--- src/rtl/typed_fifo_pkg.sv ---
// Shared constants and sizing helpers for the type-parameterised FIFO.
// Used by typed_fifo and typed_fifo_mem.
package typed_fifo_pkg;

    localparam int unsigned MAX_DEPTH = 256;

    function automatic int unsigned cnt_w(int unsigned d);
        return $clog2(d + 1);
    endfunction

endpackage

--- src/rtl/typed_fifo_mem.sv ---
// Storage array for typed_fifo: one synchronous write port and one
// asynchronous read port, indexed by entry number.
module typed_fifo_mem
    import typed_fifo_pkg::*;
#(
    parameter type T     = logic [7:0],
    parameter int  DEPTH = 4,
    localparam int AW    = (DEPTH > 1) ? $clog2(DEPTH) : 1
) (
    input  logic          clk,
    input  logic          we,
    input  logic [AW-1:0] waddr,
    input  T              wdata,
    input  logic [AW-1:0] raddr,
    output T              rdata
);

    T mem [DEPTH];

    always_ff @(posedge clk) begin
        if (we) begin
            mem[waddr] <= wdata;
        end
    end

    assign rdata = mem[raddr];

endmodule

--- src/rtl/typed_fifo.sv ---
// Synchronous FIFO with a type-parameterised element and valid/ready on both sides.
// Define TYPED_FIFO_BYPASS_EN to let an element pass straight through an empty FIFO.
module typed_fifo
    import typed_fifo_pkg::*;
#(
    parameter type T     = logic [7:0],
    parameter int  DEPTH = 4,
    parameter int  AFULL = DEPTH - 1
) (
    input  logic                        clk,
    input  logic                        rst,
    input  logic                        in_valid,
    output logic                        in_ready,
    input  logic [$bits(T)-1:0]         in_data,
    output logic                        out_valid,
    input  logic                        out_ready,
    output logic [$bits(T)-1:0]         out_data,
    output logic [cnt_w(DEPTH)-1:0]     count,
    output logic                        almost_full,
    output logic                        overflow
);

    localparam int CW = cnt_w(DEPTH);
    localparam int W  = $bits(T);
    localparam logic [CW-1:0] AFULL_C = CW'(AFULL);

    if (DEPTH < 1 || DEPTH > int'(MAX_DEPTH)) begin : g_bad_depth
        $error("typed_fifo: DEPTH out of range 1..256");
    end

    logic         full;
    logic         empty;
    logic         bypass;
    logic         push;
    logic         pop;
    logic         store_push;
    logic         store_pop;
    logic [W-1:0] head_data;

    assign empty = (count == '0);

`ifdef TYPED_FIFO_BYPASS_EN
    assign bypass = empty && in_valid;
`else
    assign bypass = 1'b0;
`endif

    assign in_ready    = !full;
    assign out_valid   = !empty || bypass;
    assign out_data    = bypass ? in_data : head_data;
    assign almost_full = (count >= AFULL_C);

    // A bypassed element that is taken the same cycle never touches storage.
    assign push       = in_valid && in_ready;
    assign pop        = out_valid && out_ready;
    assign store_push = push && !(bypass && out_ready);
    assign store_pop  = pop && !bypass;

    always_ff @(posedge clk) begin
        if (rst) begin
            count <= '0;
        end else begin
            case ({store_push, store_pop})
                2'b10:   count <= count + CW'(1);
                2'b01:   count <= count - CW'(1);
                default: count <= count;
            endcase
        end
    end

    always_ff @(posedge clk) begin
        if (rst) begin
            overflow <= 1'b0;
        end else if (in_valid && !in_ready) begin
            overflow <= 1'b1;
        end
    end

    if (DEPTH == 1) begin : g_single
        logic [W-1:0] slot_q;
        logic         full_q;

        always_ff @(posedge clk) begin
            if (rst) begin
                full_q <= 1'b0;
            end else if (store_push) begin
                full_q <= 1'b1;
            end else if (store_pop) begin
                full_q <= 1'b0;
            end
        end

        always_ff @(posedge clk) begin
            if (store_push) begin
                slot_q <= in_data;
            end
        end

        assign full      = full_q;
        assign head_data = slot_q;
    end else begin : g_array
        localparam int AW = $clog2(DEPTH);
        localparam logic [AW-1:0] LAST    = AW'(DEPTH - 1);
        localparam logic [CW-1:0] DEPTH_C = CW'(DEPTH);

        logic [AW-1:0] wp;
        logic [AW-1:0] rp;
        logic [W-1:0]  rdata;

        // Explicit wrap so non-power-of-two depths cycle through every entry.
        always_ff @(posedge clk) begin
            if (rst) begin
                wp <= '0;
                rp <= '0;
            end else begin
                if (store_push) begin
                    wp <= (wp == LAST) ? '0 : wp + AW'(1);
                end
                if (store_pop) begin
                    rp <= (rp == LAST) ? '0 : rp + AW'(1);
                end
            end
        end

        typed_fifo_mem #(
            .T     (T),
            .DEPTH (DEPTH)
        ) u_mem (
            .clk   (clk),
            .we    (store_push),
            .waddr (wp),
            .wdata (T'(in_data)),
            .raddr (rp),
            .rdata (rdata)
        );

        assign full      = (count == DEPTH_C);
        assign head_data = rdata;
    end

endmodule
--- config.mk ---
export PLATFORM = sky130hd
export DESIGN_NAME = typed_fifo
export DESIGN_NICKNAME = d
export VERILOG_FILES = /design/src/rtl/typed_fifo_pkg.sv /design/src/rtl/typed_fifo_mem.sv /design/src/rtl/typed_fifo.sv
export SDC_FILE = /design/constraint.sdc
export NUM_CORES = 1
export LEC_CHECK = 0
export CAP_MARGIN = 15
export CORE_ASPECT_RATIO = 2
export CORE_MARGIN = 4
export CORE_UTILIZATION = 50
export CTS_CLUSTER_SIZE = 30
export DETAILED_ROUTE_END_ITERATION = 10
export GPL_TIMING_DRIVEN = 0
export PLACE_DENSITY = 0.75
export SYNTH_ARGS = -nofsm -noshare
export SYNTH_HDL_FRONTEND = slang
export SYNTH_SLANG_ARGS = --single-unit
--- constraint.sdc ---
create_clock -name clk -period 3.29 [get_ports clk]
set_clock_uncertainty 0.05 [all_clocks]
set_input_delay 0.987 -clock clk [delete_from_list [all_inputs] [get_ports clk]]
set_output_delay 0.987 -clock clk [all_outputs]
set_load 0.01 [all_outputs]
==> results.json <==
{
  "drt-met1-wl_um": 973,
  "clk_latency_ps": 280,
  "synth-main-ff-cell": "edfxtp_1",
  "place.gp.congestion": 0.696,
  "period_minus_slack_ps": 2980,
  "whs_path_depth": 2,
  "route.detailed.drc": 0,
  "grt_pass1_vias": 986,
  "syn_area_um2": 1690,
  "dr_wl_met2_um": 1630,
  "synthDistinctLibCells": 28,
  "cp_max_fo": 9,
  "clock-sinks": 42,
  "irDropWorstVdd_uv": 535,
  "arrival_ps": 3140,
  "crit_family": "buffers and inverters",
  "synth_fp_nets": 118,
  "ctsResizeCount": 0,
  "dp_hpwl_um": 2080,
  "num_antenna_cells": 0,
  "die_h_um": 90.2,
  "io_pins": 27,
  "outcome": "finished, final reports clean",
  "grt_first_pass_wirelength_um": 4540,
  "cp_data_required_time_ps": 3450,
  "critPathMostFrequentCell": "inv_1",
  "ant_nets": 0,
  "drive_above_1_share_pct": 19.7,
  "area_growth_pct": 22.5,
  "rsz0062_at_grt": "false",
  "cts_tree": "built",
  "ys_seq_elements": 42,
  "synth.top_cell.area_share_pct": 56.8,
  "min_path_type": "reg2reg",
  "setup_viol": 0,
  "die_x_um": 49.1,
  "antenna_found_initial": 0,
  "synth_cells": 99,
  "fin_nets": 150,
  "cts-buffers-inserted": 5,
  "synth_top_cells_by_area": "edfxtp_1 57%, dfxtp_1 12%, mux4_2 11%",
  "multi_input_area_um2": 479,
  "seq_area_um2": 1160,
  "dr.pass1.iters": 3,
  "max_freq_mhz": 336,
  "grt_max_degree": 13,
  "yosysWarnings": 0,
  "portBuffers": 25,
  "cap_violations": 0,
  "grt-ovfl-total": 0,
  "path_depth": 9,
  "startpoint_type": "input port",
  "postCtsSetupBuffers": 0,
  "crit_path_top_delay_cell": "clkdlybuf4s50_1",
  "initial_core_util_pct": 52.3,
  "power.density_nw_per_um2": 729,
  "clk_transition_reported_paths_ps": 70,
  "route.vias.total": 922,
  "max-clock-path-buffers": 2,
  "dr.max_layer_used": "met4",
  "wirelength_um": 2770,
  "synth.yosys.seq_area_share_pct": 68.7,
  "critPathCaptureType": "register",
  "p_leak_nw": 0.742,
  "vias_per_cell": 5.66,
  "cts_hold_buf": 0,
  "synth_common_cells": "32 x edfxtp_1, 10 x dfxtp_1, 8 x mux4_2",
  "wire_per_inst_um": 17.0,
  "synth-edff-count": 32,
  "holdWs_ps": 461,
  "relSlewSlack_pct": 64.4,
  "num_rows": 29,
  "setup_tns_ps": 0,
  "synth_area_leader_cell": "edfxtp_1",
  "tightest_slew_ps": 529,
  "period_share_pct": 90.4,
  "hold_violations": 0,
  "synth_most_common_cell": "edfxtp_1",
  "path_class": "in2reg",
  "htreeDepth": 2,
  "slew_viol_final": 0,
  "grtUsageTotal_pct": 13.6,
  "fillers": 219,
  "die_area_um2": 4430,
  "cts_root_buffer": "clkbuf_8",
  "core_um2": 3230,
  "avgSynthCellArea_um2": 17.1,
  "drtIter0Drc": 16,
  "wl_met3_um": 111,
  "max_stage_delay_ps": 550,
  "r2r_cells": 10,
  "synthArstFlopShare_pct": 0,
  "path_cells": "clkdlybuf4s50_1, and2_4, inv_1, ha_1, inv_1, fa_1, xor2_1, or3_2, a21oi_1",
  "critical_path_buf_inv_count": 3
}
==> logic make-up after synthesis <==
| family | count (synthesis) | share of synthesized area (%) |
|---|---|---|
| AOI/OAI and AO/OA | 10 | 4.15 |
| muxes | 9 | 11.3 |
| DFF | 42 | 68.7 |
| buffers and inverters | 11 | 2.96 |
| and+or+nand+nor | 18 | 6.29 |
| xor gates and xnor gates | 2 | 1.04 |
| adders and majority gates | 7 | 5.63 |
==> power by group <==
| part | leakage, nW | internal (mW) | switching [mW] |
|---|---|---|---|
| clock | 0.0482 | 0.169 | 0.159 |
| sequential | 0.375 | 0.643 | 0.0442 |
| combinational | 0.319 | 0.278 | 0.218 |
==> metal layers <==
| metal | global-route usage, % | vias to the layer above |
|---|---|---|
| li1 | - | 435 |
| met1 | 13.8 | 457 |
| met2 | 25.1 | 25 |
| met3 | 2.98 | 5 |
| met4 | 6.41 | 0 |
| met5 | 0 | - |
==> final cells by class <==
cell class	count	share of cell area [%]
timing repair buffer	25	12.1
tap	31	1.87
buffer	4	1.15
clock inverter	1	0.242
clock buffer	7	4.17
inverter	7	1.27
sequential	42	56.1
multi-input combinational	46	23.1
==> worst reg2reg max path: cells and delay by family, from the launching register on <==
kind            cells  cell delay, ps
fa+ha+maj           2             550
flops               1             450
simple gates        3             950
compound gates      1             150
xor+xnor            1             160
buf+inv             3             260
==> state kept, by name, summed over array words and instances, names as in the netlist, named ones only <==
register and count:
count 3, overflow 1, g_array.u_mem.mem 32, g_array.rp 2, g_array.wp 2
==> through the flow <==
step           worst slack, ps  area (µm²)  instances  power [mW]  utilization [%]
6_report                   315        2070        163        1.51             64.1
3_3_place_gp               105        1980        155        1.18             61.3
2_1_floorplan              767        1690         99       0.978                -
4_1_cts                    327        2070        163        1.53             64.1
5_1_grt                    222        2070        163        1.59             64.1
3_5_place_dp              40.9        1980        155        1.20             61.3
==> final timing paths <==
check	start	endpoint	slack, ps
max	in_valid	count[2]$_SDFFE_PP0P_	310
min	g_array.rp[0]$_SDFFE_PP0N_	g_array.rp[0]$_SDFFE_PP0N_	460
max reg2reg	count[2]$_SDFFE_PP0P_	count[2]$_SDFFE_PP0P_	650
min reg2reg	g_array.rp[0]$_SDFFE_PP0N_	g_array.rp[0]$_SDFFE_PP0N_	460
==> layout by cell type (no fill, tap or decap) <==
cell	Yosys	routed
buf_6	1	1
nor3_1	1	1
a41oi_1	1	1
mux4_2	8	8
a21oi_1	4	4
edfxtp_1	32	32
or3_1	1	1
nor2_1	5	5
and3_2	4	4
o21ai_0	1	1
clkbuf_1	1	2
dfxtp_1	10	10
nand2_1	1	1
xor2_1	2	2
or3b_1	1	1
clkdlybuf4s50_1	0	25
a21o_2	1	1
ha_1	6	6
clkbuf_8	0	6
nand3_1	2	2
a21o_1	1	1
fa_1	1	1
mux2i_1	1	1
inv_1	7	7
clkinv_2	0	1
o31ai_1	1	1
buf_2	1	1
buf_1	1	1
and2_4	1	1
o31ai_2	1	1
or3_2	2	2
Note: power is estimated with default switching activity, not from simulation.
